### config.mk
export PLATFORM = sky130hd
export DESIGN_NAME = axis_scan_raster_gen_flat
export DESIGN_NICKNAME = d
export VERILOG_FILES = /design/src/rtl/axis_scan_raster_gen_pkg.sv /design/src/rtl/axis_scan_raster_gen_if.sv /design/src/rtl/axis_scan_raster_gen_accum.sv /design/src/rtl/axis_scan_raster_gen.sv /design/src/flat_wrapper.sv
export SDC_FILE = /design/constraint.sdc
export NUM_CORES = 1
export LEC_CHECK = 0
export ABC_AREA = 1
export CORE_UTILIZATION = 50
export CTS_BUF_LIST = sky130_fd_sc_hd__clkbuf_8
export CTS_CLUSTER_DIAMETER = 60
export DETAILED_ROUTE_END_ITERATION = 16
export PLACE_DENSITY = 0.71
export SLEW_MARGIN = 25
export SYNTH_ARGS = -nofsm -noshare
export SYNTH_HDL_FRONTEND = slang
export SYNTH_SLANG_ARGS = --single-unit
### constraint.sdc
create_clock -name a_clk -period 4 [get_ports a_clk]
set_clock_uncertainty 0.05 [all_clocks]
set_input_delay 0.6 -clock a_clk [delete_from_list [all_inputs] [get_ports a_clk]]
set_output_delay 0.6 -clock a_clk [all_outputs]
set_load 0.02 [all_outputs]
### src/rtl/axis_scan_raster_gen_pkg.sv
// Shared types and Q31 saturating arithmetic for the raster scan generator.
package spm_scan_pkg;

  typedef enum logic [2:0] {
    ST_IDLE,
    ST_FWD,
    ST_BWD,
    ST_NEXT_LINE,
    ST_DONE
  } scan_state_e;

  // Coordinates are signed Q31; the range is kept symmetric so that a
  // negated value always fits.
  localparam int Q_W = 32;
  localparam logic signed [Q_W-1:0] Q31_MAX = 32'sh7FFF_FFFF;
  localparam logic signed [Q_W-1:0] Q31_MIN = -32'sh7FFF_FFFF;
  localparam logic signed [Q_W:0]   SUM_MAX = 33'sh0_7FFF_FFFF;
  localparam logic signed [Q_W:0]   SUM_MIN = -33'sh0_7FFF_FFFF;

  // a + b (or a - b when sub is set), formed at 33 bits and clamped to Q31.
  function automatic logic signed [Q_W-1:0] sat_add(
    input logic signed [Q_W-1:0] a,
    input logic signed [Q_W-1:0] b,
    input logic                  sub
  );
    logic signed [Q_W:0] sum;
    if (sub) begin
      sum = $signed({a[Q_W-1], a}) - $signed({b[Q_W-1], b});
    end else begin
      sum = $signed({a[Q_W-1], a}) + $signed({b[Q_W-1], b});
    end
    if (sum > SUM_MAX) begin
      return Q31_MAX;
    end else if (sum < SUM_MIN) begin
      return Q31_MIN;
    end else begin
      return sum[Q_W-1:0];
    end
  endfunction

endpackage

### src/rtl/axis_scan_raster_gen_if.sv
// Coordinate streams and per-point status leaving the scan generator.
interface axis_scan_raster_gen_if #(
  parameter int DATA_WIDTH = 32,
  parameter int NPTS_W     = 16
);
  logic signed [DATA_WIDTH-1:0] M_AXIS_Xs_tdata;
  logic                         M_AXIS_Xs_tvalid;
  logic signed [DATA_WIDTH-1:0] M_AXIS_Ys_tdata;
  logic                         M_AXIS_Ys_tvalid;
  logic                         point_strobe;
  logic [NPTS_W-1:0]            point_idx;
  logic [NPTS_W-1:0]            line_idx;
  logic                         dir;

  modport master (
    output M_AXIS_Xs_tdata, M_AXIS_Xs_tvalid,
    output M_AXIS_Ys_tdata, M_AXIS_Ys_tvalid,
    output point_strobe, point_idx, line_idx, dir
  );

  modport slave (
    input M_AXIS_Xs_tdata, M_AXIS_Xs_tvalid,
    input M_AXIS_Ys_tdata, M_AXIS_Ys_tvalid,
    input point_strobe, point_idx, line_idx, dir
  );
endinterface

### src/rtl/axis_scan_raster_gen_accum.sv
// One saturating Q31 coordinate register: load wins over inc, inc over dec.
module spm_sat_accum
  import spm_scan_pkg::*;
(
  input  logic                  a_clk,
  input  logic                  a_resetn,
  input  logic                  load,
  input  logic                  inc,
  input  logic                  dec,
  input  logic signed [Q_W-1:0] load_val,
  input  logic signed [Q_W-1:0] step,
  output logic signed [Q_W-1:0] value
);

  logic signed [Q_W-1:0] value_reg;

  // Coordinate register; it only returns to zero through reset.
  always_ff @(posedge a_clk) begin
    if (!a_resetn) begin
      value_reg <= '0;
    end else if (load) begin
      value_reg <= load_val;
    end else if (inc) begin
      value_reg <= sat_add(value_reg, step, 1'b0);
    end else if (dec) begin
      value_reg <= sat_add(value_reg, step, 1'b1);
    end
  end

  assign value = value_reg;

endmodule

### src/rtl/axis_scan_raster_gen.sv
// Raster scan generator: steps an nx x ny grid with per-point dwell and
// drives the relative Xs/Ys coordinate streams.
// Build option: define SCAN_BIDIR_EN for a backward pass on every line.
module axis_scan_raster_gen
  import spm_scan_pkg::*;
#(
  parameter int DATA_WIDTH = 32,
  parameter int NPTS_W     = 16,
  parameter int DWELL_W    = 24
) (
  input  logic                         a_clk,
  input  logic                         a_resetn,
  input  logic                         start,
  input  logic                         abort,
  input  logic signed [DATA_WIDTH-1:0] x_start,
  input  logic signed [DATA_WIDTH-1:0] y_start,
  input  logic signed [DATA_WIDTH-1:0] dx,
  input  logic signed [DATA_WIDTH-1:0] dy,
  input  logic [NPTS_W-1:0]            nx,
  input  logic [NPTS_W-1:0]            ny,
  input  logic [DWELL_W-1:0]           dwell,
  output logic                         busy,
  output logic                         done,
  axis_scan_raster_gen_if.master       m_axis
);

  scan_state_e state_reg, state_next;

  // Shadow copies of the configuration, captured on an accepted start.
  // y_start is only needed on the start cycle itself, so it is not kept.
  logic signed [DATA_WIDTH-1:0] x_start_reg, x_start_next;
  logic signed [DATA_WIDTH-1:0] dx_reg, dx_next;
  logic signed [DATA_WIDTH-1:0] dy_reg, dy_next;
  logic [NPTS_W-1:0]            nx_reg, nx_next;
  logic [NPTS_W-1:0]            ny_reg, ny_next;
  logic [DWELL_W-1:0]           dwell_reg, dwell_next;

  logic [DWELL_W-1:0]           dwell_cnt_reg, dwell_cnt_next;
  logic [NPTS_W-1:0]            point_idx_reg, point_idx_next;
  logic [NPTS_W-1:0]            line_idx_reg, line_idx_next;
  logic                         strobe_reg, strobe_next;
  logic                         done_reg, done_next;
  logic                         tvalid_reg;
`ifdef SCAN_BIDIR_EN
  logic                         dir_reg, dir_next;
`endif

  // Index 0 is X, index 1 is Y.
  logic [1:0]            acc_load, acc_inc, acc_dec;
  logic signed [Q_W-1:0] acc_load_val [2];
  logic signed [Q_W-1:0] acc_step [2];
  logic signed [Q_W-1:0] acc_value [2];

  // Dwell counter reload: the point is held (count + 1) cycles, dwell 0 acts as 1.
  function automatic logic [DWELL_W-1:0] dwell_reload(input logic [DWELL_W-1:0] d);
    return (d == '0) ? '0 : d - 1'b1;
  endfunction

  assign acc_step[0] = dx_reg;
  assign acc_step[1] = dy_reg;

  genvar gi;
  for (gi = 0; gi < 2; gi++) begin : g_accum
    spm_sat_accum u_accum (
      .a_clk    (a_clk),
      .a_resetn (a_resetn),
      .load     (acc_load[gi]),
      .inc      (acc_inc[gi]),
      .dec      (acc_dec[gi]),
      .load_val (acc_load_val[gi]),
      .step     (acc_step[gi]),
      .value    (acc_value[gi])
    );
  end

  // State and control registers.
  always_ff @(posedge a_clk) begin
    if (!a_resetn) begin
      state_reg     <= ST_IDLE;
      x_start_reg   <= '0;
      dx_reg        <= '0;
      dy_reg        <= '0;
      nx_reg        <= '0;
      ny_reg        <= '0;
      dwell_reg     <= '0;
      dwell_cnt_reg <= '0;
      point_idx_reg <= '0;
      line_idx_reg  <= '0;
      strobe_reg    <= 1'b0;
      done_reg      <= 1'b0;
      tvalid_reg    <= 1'b0;
`ifdef SCAN_BIDIR_EN
      dir_reg       <= 1'b0;
`endif
    end else begin
      state_reg     <= state_next;
      x_start_reg   <= x_start_next;
      dx_reg        <= dx_next;
      dy_reg        <= dy_next;
      nx_reg        <= nx_next;
      ny_reg        <= ny_next;
      dwell_reg     <= dwell_next;
      dwell_cnt_reg <= dwell_cnt_next;
      point_idx_reg <= point_idx_next;
      line_idx_reg  <= line_idx_next;
      strobe_reg    <= strobe_next;
      done_reg      <= done_next;
      tvalid_reg    <= 1'b1;
`ifdef SCAN_BIDIR_EN
      dir_reg       <= dir_next;
`endif
    end
  end

  // Next-state logic and coordinate update commands.
  always_comb begin
    state_next      = state_reg;
    x_start_next    = x_start_reg;
    dx_next         = dx_reg;
    dy_next         = dy_reg;
    nx_next         = nx_reg;
    ny_next         = ny_reg;
    dwell_next      = dwell_reg;
    dwell_cnt_next  = dwell_cnt_reg;
    point_idx_next  = point_idx_reg;
    line_idx_next   = line_idx_reg;
    strobe_next     = 1'b0;
    done_next       = 1'b0;
`ifdef SCAN_BIDIR_EN
    dir_next        = dir_reg;
`endif
    acc_load        = 2'b00;
    acc_inc         = 2'b00;
    acc_dec         = 2'b00;
    acc_load_val[0] = x_start_reg;
    acc_load_val[1] = y_start;

    if (abort) begin
      // Abort beats everything, including a same-cycle start in IDLE.
      state_next = ST_IDLE;
      done_next  = 1'b1;
    end else begin
      case (state_reg)
        ST_IDLE: begin
          if (start) begin
            x_start_next = x_start;
            dx_next      = dx;
            dy_next      = dy;
            nx_next      = nx;
            ny_next      = ny;
            dwell_next   = dwell;
            if (nx == '0 || ny == '0) begin
              // Empty grid: finish without touching the coordinates.
              state_next = ST_DONE;
              done_next  = 1'b1;
            end else begin
              state_next      = ST_FWD;
              acc_load        = 2'b11;
              acc_load_val[0] = x_start;
              acc_load_val[1] = y_start;
              point_idx_next  = '0;
              line_idx_next   = '0;
              strobe_next     = 1'b1;
              dwell_cnt_next  = dwell_reload(dwell);
`ifdef SCAN_BIDIR_EN
              dir_next        = 1'b0;
`endif
            end
          end
        end

        ST_FWD: begin
          if (dwell_cnt_reg != '0) begin
            dwell_cnt_next = dwell_cnt_reg - 1'b1;
          end else if (point_idx_reg != nx_reg - 1'b1) begin
            acc_inc[0]     = 1'b1;
            point_idx_next = point_idx_reg + 1'b1;
            strobe_next    = 1'b1;
            dwell_cnt_next = dwell_reload(dwell_reg);
          end else begin
`ifdef SCAN_BIDIR_EN
            // Backward pass starts by repeating the last forward X.
            state_next     = ST_BWD;
            dir_next       = 1'b1;
            strobe_next    = 1'b1;
            dwell_cnt_next = dwell_reload(dwell_reg);
`else
            state_next     = ST_NEXT_LINE;
`endif
          end
        end

`ifdef SCAN_BIDIR_EN
        ST_BWD: begin
          if (dwell_cnt_reg != '0) begin
            dwell_cnt_next = dwell_cnt_reg - 1'b1;
          end else if (point_idx_reg != '0) begin
            acc_dec[0]     = 1'b1;
            point_idx_next = point_idx_reg - 1'b1;
            strobe_next    = 1'b1;
            dwell_cnt_next = dwell_reload(dwell_reg);
          end else begin
            state_next = ST_NEXT_LINE;
          end
        end
`endif

        ST_NEXT_LINE: begin
          if (line_idx_reg == ny_reg - 1'b1) begin
            // Last line: no retrace, coordinates stay on the final point.
            state_next = ST_DONE;
            done_next  = 1'b1;
          end else begin
            state_next      = ST_FWD;
            acc_load[0]     = 1'b1;
            acc_load_val[0] = x_start_reg;
            acc_inc[1]      = 1'b1;
            line_idx_next   = line_idx_reg + 1'b1;
            point_idx_next  = '0;
            strobe_next     = 1'b1;
            dwell_cnt_next  = dwell_reload(dwell_reg);
`ifdef SCAN_BIDIR_EN
            dir_next        = 1'b0;
`endif
          end
        end

        ST_DONE: begin
          state_next = ST_IDLE;
        end

        default: begin
          state_next = ST_IDLE;
        end
      endcase
    end
  end

  assign busy = (state_reg == ST_FWD) || (state_reg == ST_BWD) || (state_reg == ST_NEXT_LINE);
  assign done = done_reg;

  assign m_axis.M_AXIS_Xs_tdata  = acc_value[0];
  assign m_axis.M_AXIS_Ys_tdata  = acc_value[1];
  assign m_axis.M_AXIS_Xs_tvalid = tvalid_reg;
  assign m_axis.M_AXIS_Ys_tvalid = tvalid_reg;
  assign m_axis.point_strobe     = strobe_reg;
  assign m_axis.point_idx        = point_idx_reg;
  assign m_axis.line_idx         = line_idx_reg;
`ifdef SCAN_BIDIR_EN
  assign m_axis.dir              = dir_reg;
`else
  assign m_axis.dir              = 1'b0;
`endif

endmodule
### src/flat_wrapper.sv
// flat-port wrapper written by rule: the top's interface ports become plain ports
module axis_scan_raster_gen_flat import spm_scan_pkg::*;
#(
  parameter int DATA_WIDTH = 32,
  parameter int NPTS_W     = 16,
  parameter int DWELL_W    = 24
)
  (a_clk, a_resetn, start, abort, x_start, y_start, dx, dy, nx, ny, dwell, busy, done, m_axis_M_AXIS_Xs_tdata, m_axis_M_AXIS_Xs_tvalid, m_axis_M_AXIS_Ys_tdata, m_axis_M_AXIS_Ys_tvalid, m_axis_point_strobe, m_axis_point_idx, m_axis_line_idx, m_axis_dir);
  axis_scan_raster_gen_if #(.DATA_WIDTH(DATA_WIDTH), .NPTS_W(NPTS_W)) m_axis_i ();
  input  logic a_clk;
  input  logic a_resetn;
  input  logic start;
  input  logic abort;
  input  logic signed [DATA_WIDTH-1:0] x_start;
  input  logic signed [DATA_WIDTH-1:0] y_start;
  input  logic signed [DATA_WIDTH-1:0] dx;
  input  logic signed [DATA_WIDTH-1:0] dy;
  input  logic [NPTS_W-1:0] nx;
  input  logic [NPTS_W-1:0] ny;
  input  logic [DWELL_W-1:0] dwell;
  output logic busy;
  output logic done;
  output wire logic [$bits(m_axis_i.M_AXIS_Xs_tdata)-1:0] m_axis_M_AXIS_Xs_tdata;
  output wire logic [$bits(m_axis_i.M_AXIS_Xs_tvalid)-1:0] m_axis_M_AXIS_Xs_tvalid;
  output wire logic [$bits(m_axis_i.M_AXIS_Ys_tdata)-1:0] m_axis_M_AXIS_Ys_tdata;
  output wire logic [$bits(m_axis_i.M_AXIS_Ys_tvalid)-1:0] m_axis_M_AXIS_Ys_tvalid;
  output wire logic [$bits(m_axis_i.point_strobe)-1:0] m_axis_point_strobe;
  output wire logic [$bits(m_axis_i.point_idx)-1:0] m_axis_point_idx;
  output wire logic [$bits(m_axis_i.line_idx)-1:0] m_axis_line_idx;
  output wire logic [$bits(m_axis_i.dir)-1:0] m_axis_dir;
  assign m_axis_M_AXIS_Xs_tdata = m_axis_i.M_AXIS_Xs_tdata;
  assign m_axis_M_AXIS_Xs_tvalid = m_axis_i.M_AXIS_Xs_tvalid;
  assign m_axis_M_AXIS_Ys_tdata = m_axis_i.M_AXIS_Ys_tdata;
  assign m_axis_M_AXIS_Ys_tvalid = m_axis_i.M_AXIS_Ys_tvalid;
  assign m_axis_point_strobe = m_axis_i.point_strobe;
  assign m_axis_point_idx = m_axis_i.point_idx;
  assign m_axis_line_idx = m_axis_i.line_idx;
  assign m_axis_dir = m_axis_i.dir;
  axis_scan_raster_gen #(.DATA_WIDTH(DATA_WIDTH), .NPTS_W(NPTS_W), .DWELL_W(DWELL_W)) u_core (.a_clk(a_clk), .a_resetn(a_resetn), .start(start), .abort(abort), .x_start(x_start), .y_start(y_start), .dx(dx), .dy(dy), .nx(nx), .ny(ny), .dwell(dwell), .busy(busy), .done(done), .m_axis(m_axis_i));
endmodule
==> results of run 1 <==
-- worst min-delay path by stage --
| stage | startpoint | to | slack (ns) |
|---|---|---|---|
| after detailed placement | u_core.dwell_cnt_reg[1] | u_core.dwell_cnt_reg[1] | 0.41 |
| final | a_resetn | u_core.dwell_cnt_reg[23] | 0.30 |
| after global placement | u_core.dwell_cnt_reg[0] | u_core.dwell_cnt_reg[0] | 0.40 |
| after global routing | a_resetn | u_core.dwell_cnt_reg[23] | 0.34 |
| after CTS | a_resetn | u_core.dwell_cnt_reg[23] | 0.28 |
| after floorplan | u_core.dwell_cnt_reg[0] | u_core.dwell_cnt_reg[0] | 0.39 |
-- metal layers --
layer  vias up  track usage  part of all wire
met5         -            0                 0
met4         0        0.110             0.027
met3       114       0.0420             0.069
met2       822        0.512              0.44
met1     10300        0.448              0.47
li1      11400            -                 -
-- cell usage in the layout, fill, tap and decap left out, types with 69 or more instances in the layout --
| cell type | n |
|---|---|
| a21oi_1 | 191 |
| clkbuf_8 | 69 |
| clkdlybuf4s50_1 | 287 |
| dfxtp_1 | 278 |
| ha_1 | 73 |
| inv_1 | 422 |
| nand2_1 | 879 |
| nand3_1 | 196 |
| nor2_1 | 541 |
| o21ai_0 | 258 |
| xor2_1 | 92 |
-- tightest hold or removal path: cells and delay by family --
kind                   cells  cell delay [ns]
buffers and inverters      1             0.20
and+or+nand+nor            2             0.15
-- cell type report --
type                       instances  area, um^2
sequential                       278        5570
multi-input combinational       2584       12800
tap                              525         657
antenna                            5        12.5
timing repair buffer             314        3120
inverter                         425        1600
clock inverter                    25         140
clock buffer                      69         950
fill                            3902       15300
-- logic make-up after synthesis --
| logic type | count (synthesis) | share of synthesized area |
|---|---|---|
| xor+xnor | 112 | 0.0478 |
| simple gates | 1864 | 0.387 |
| fa+ha+maj | 75 | 0.0465 |
| compound gates | 532 | 0.140 |
| flops | 278 | 0.271 |
| buf+inv | 551 | 0.107 |
| other cells | 1 | 0.000183 |
-- per-stage QoR --
step | instance area, um^2 | cells | hold slack [ns] | utilization
after CTS | 24800 | 4220 | 0.285 | 0.619
after detailed placement | 23700 | 4126 | 0.408 | 0.592
after global routing | 24800 | 4225 | 0.340 | 0.619
after floorplan | 20500 | 3413 | 0.390 | -
after global placement | 23700 | 4126 | 0.400 | 0.592
final | 24800 | 4225 | 0.296 | 0.619
-- power by group --
part | leakage (nW) | switching (mW) | internal [mW]
registers | 2.28 | 0.184 | 2.96
clock network | 0.604 | 1.35 | 1.55
logic | 9.06 | 1.52 | 0.949
==> flow_summary.json, run 1 <==
{
  "cts.path.max_buffers": 3,
  "vias": 22600,
  "synth_top_cells_by_area": "dfxtp_1, nand2_1, nor2_1",
  "drive_gt1_frac": 0.0636,
  "grt_pass1_vias": 21200,
  "cts_setup_buffers": 0,
  "outcome": "finished clean",
  "hold_depth": 3,
  "ys_ff_latch": 278,
  "hold_viol": 0,
  "nets": 3917,
  "path_common_cell": "nand2_1",
  "synth_fp_nets": 3676,
  "worstSkewPairLatency_ns": 0.67,
  "worstMarginPinSlew_ns": 0.958,
  "fp.coreArea_um2": 40100,
  "critPathCapture": "u_core.g_accum[1].u_accum.value[15]",
  "ff2ff_path_depth": 22,
  "path_delay_family": "simple AND/OR/NAND/NOR gates",
  "initial_core_util": 0.512,
  "pre_cts_ws_ns": 0.456,
  "rows": 73,
  "drc_errors": 0,
  "arrival_ns": 3.88,
  "reg2reg_slack_ns": 0.58,
  "cts_tree": "done",
  "power_density_nw_per_um2": 343,
  "irDropWorstVdd_uv": 227,
  "cts_root_buf": "clkbuf_8",
  "first_pass_iters": 5,
  "largest_reg_flops": 64,
  "slowest_delay_ns": 0.39,
  "synth_area_leader_cell": "dfxtp_1",
  "crit_buf_inv": 3,
  "synth.most_common_cell": "nand2_1",
  "clock-sinks": 278,
  "port_buffers": 288,
  "max_freq_ghz": 0.293,
  "rsz0062_at_grt": "false",
  "slew_headroom": 0.361,
  "crit_cells": 22,
  "syn_area_um2": 20500,
  "routed_via_density": 5.34,
  "hold_path.class": "in2reg",
  "overflow": 0,
  "leakagePower_nw": 11.9,
  "startpoint_type": "flip-flop",
  "fin_tns_setup_ns": 0,
  "wl_per_cell_um": 16.3,
  "async_flop_share": 0,
  "slew_viol_final": 0,
  "timing.final.ws_setup_ns": 0.582,
  "ys.flop_type": "dfxtp_1",
  "synth_top_area_frac": 0.271,
  "place_hpwl_um": 52000,
  "synth_edf_count": 0,
  "crit_slowest_cell": "fa_1",
  "die_x_um": 205,
  "ctsHoldBuffers": 0,
  "timing.rr.end": "u_core.g_accum[1].u_accum.value[15]",
  "worstSetupEndpointType": "flip-flop",
  "r2r-start": "u_core.g_accum[1].u_accum.value[0]",
  "grt_usage": 0.323,
  "die_area_um2": 41800,
  "synth.distinct_cells": 54,
  "critPathRequiredTime_ns": 4.47,
  "fin_crit_sh": 0.855,
  "path_class": "reg2reg",
  "htreeDepth": 2,
  "path_max_fanout": 31,
  "die_h_um": 205,
  "antenna_found_initial": 5,
  "finalSetupViolCount": 0,
  "io_pins": 290,
  "yosysWarnings": 0,
  "p_total_mw": 8.51,
  "synth_cells": 3413,
  "drt_iter0_markers": 1814,
  "drt-total-wl_um": 68800,
  "numCtsBuffers": 51,
  "finalCriticalPeriod_ns": 3.42,
  "grt_pass1_wl_um": 109000,
  "cts_resized": 0,
  "grt_max_degree": 154,
  "synth_common_cells": "nand2_1, nor2_1, inv_1",
  "max_cap_violations": 0,
  "path_cells": "ha_1 -> inv_1 -> fa_1 -> inv_1 -> nand2_1 -> nand2_1 -> nand3_1 -> nand2_1 -> nand2_1 -> nand2_1 -> nand3_1 -> nor2_1 -> nand3_1 -> nor2_1 -> nand3_1 -> o21bai_1 -> nand2_1 -> buf_4 -> nand2_1 -> nand2_1 -> nand2_1 -> a21oi_1",
  "critPathLaunch": "u_core.g_accum[1].u_accum.value[0]",
  "place_congestion": 0.970,
  "syn_avg_cell_area_um2": 6.01,
  "path_clk_slew_ns": 0.06,
  "seq_area_frac_synth": 0.271,
  "ant_nets": 0,
  "area_delta_synth_final_pct": 21.0
}
Power figures use the tool's default switching activity.
==> run 2: changes to the inputs <==
Settings changed: GPL_TIMING_DRIVEN set to 0.
==> flow_summary.json, run 2 (synthesized netlist as in run 1, its figures left out) <==
{
  "die_h_um": 205,
  "clock-sinks": 278,
  "dpl.cell_count": 4226,
  "ant_nets": 0,
  "slew_viol_final": 0,
  "place_congestion": 0.976,
  "cts.path.max_buffers": 3,
  "die_area_um2": 41800,
  "hold_viol": 0,
  "rows": 73,
  "path_max_fanout": 10,
  "switching_power_mw": 3.12,
  "combPwrFrac": 0.292,
  "vias": 23200,
  "htreeDepth": 2,
  "worstMarginPinSlew_ns": 1.11,
  "worstSetupEndpointType": "flip-flop",
  "worstSkewPairLatency_ns": 0.68,
  "fin_crit_sh": 0.926,
  "final_cell_mix": "nand2_1, nor2_1, inv_1",
  "max_freq_ghz": 0.270,
  "layout_commonest_cell": "nand2_1",
  "finalCriticalPeriod_ns": 3.71,
  "irDropWorstVdd_uv": 253,
  "grt_usage": 0.346,
  "hold_path.class": "reg2reg",
  "grt_pass1_wl_um": 115000,
  "fp.coreArea_um2": 40100,
  "path_clk_slew_ns": 0.06,
  "seqPwrFrac": 0.358,
  "power_density_nw_per_um2": 348,
  "drive_gt1_frac": 0.0633,
  "outcome": "finished clean",
  "wl_per_cell_um": 17.0,
  "cts_tree": "done",
  "drt-total-wl_um": 73700,
  "place_hpwl_um": 58900,
  "leakagePower_nw": 12.1,
  "arrival_ns": 4.25,
  "slew_headroom": 0.261,
  "overflow": 0,
  "io_pins": 290,
  "reg2reg_slack_ns": 0.42,
  "switching_share": 0.355,
  "drc_errors": 0,
  "grt_pass1_vias": 21900,
  "cts_setup_buffers": 0,
  "startpoint_type": "primary input",
  "nets": 4018,
  "pwr-share-clk": 0.350,
  "routed_via_density": 5.37,
  "grt_max_degree": 15,
  "path_class": "in2reg",
  "cts_root_buf": "clkbuf_8",
  "finalSetupViolCount": 0,
  "ctsHoldBuffers": 0,
  "fin_cells": 4322,
  "intPower_mw": 5.66,
  "numCtsBuffers": 51,
  "drt_iter0_markers": 2015,
  "cts_resized": 0,
  "initial_core_util": 0.512,
  "nFillCells": 3845,
  "hold_ws_ns": 0.420,
  "port_buffers": 288,
  "max_cap_violations": 0,
  "first_pass_iters": 6,
  "area_delta_synth_final_pct": 22.9,
  "largest_reg_flops": 64,
  "antenna_found_initial": 3,
  "fin_tns_setup_ns": 0,
  "critPathRequiredTime_ns": 4.54,
  "die_x_um": 205,
  "rsz0062_at_grt": "false"
}
==> run 2: final timing paths <==
kind / start / endpoint / cells after the start
worst max register to register: u_core.g_accum[1].u_accum.value[0] / u_core.g_accum[1].u_accum.value[18] / 20
worst min-delay path: u_core.dwell_cnt_reg[0] / u_core.dwell_cnt_reg[0] / 2
worst max-delay path: ny[15] / u_core.g_accum[0].u_accum.value[23] / 12
worst min register to register: u_core.dwell_cnt_reg[0] / u_core.dwell_cnt_reg[0] / 2
==> run 2: through the flow <==
stage | setup slack (ns) | utilization | area (um^2) | total power [mW]
global route | 0.174 | 0.629 | 25200 | 9.21
finish | 0.295 | 0.629 | 25200 | 8.77
detailed placement | -0.147 | 0.600 | 24100 | 5.69
CTS | 0.424 | 0.628 | 25200 | 8.75
floorplan | 1.24 | - | 20500 | 4.79
global placement | -0.153 | 0.600 | 24100 | 5.65
==> run 2: critical path: stages <==
cell	delay, ns
clkdlybuf4s50_1	0.46
nor4_1	0.79
nand4_1	0.28
nand3_1	0.16
nor2_1	0.08
nand2_1	0.20
buf_2	0.35
clkbuf_1	0.49
nor2_1	0.07
o21ai_0	0.43
nand3_1	0.17
a21oi_1	0.14
==> run 2: per-layer routing <==
layer  up-vias  GRT usage  wire, um
met4         0      0.128      2330
met2       898      0.564     33000
met5         -          0         0
li1      11600          -         -
met1     10600      0.467     33200
met3       133     0.0406      5150
==> run 2: cell type report <==
cell class / instances / area (um^2) / share of cell area
multi-input cells: 2584 / 12800 / 0.506
clock buffers: 62 / 853 / 0.0339
repair buffers: 289 / 2890 / 0.115
plain buffers: 126 / 593 / 0.0235
well taps: 525 / 657 / 0.0261
flip-flops and latches: 278 / 5570 / 0.221
diodes: 3 / 7.51 / 0.000298
clock inverters: 30 / 277 / 0.0110
inverters: 425 / 1600 / 0.0633
==> run 2: power by group through the flow <==
stage	sequential [mW]	combinational [mW]	clock, mW
final	3.14	2.56	3.07
after global routing	3.16	2.84	3.21
after CTS	3.13	2.53	3.09
after detailed placement	3.19	2.50	0
after global placement	3.18	2.46	0
after floorplan	3.19	1.59	0
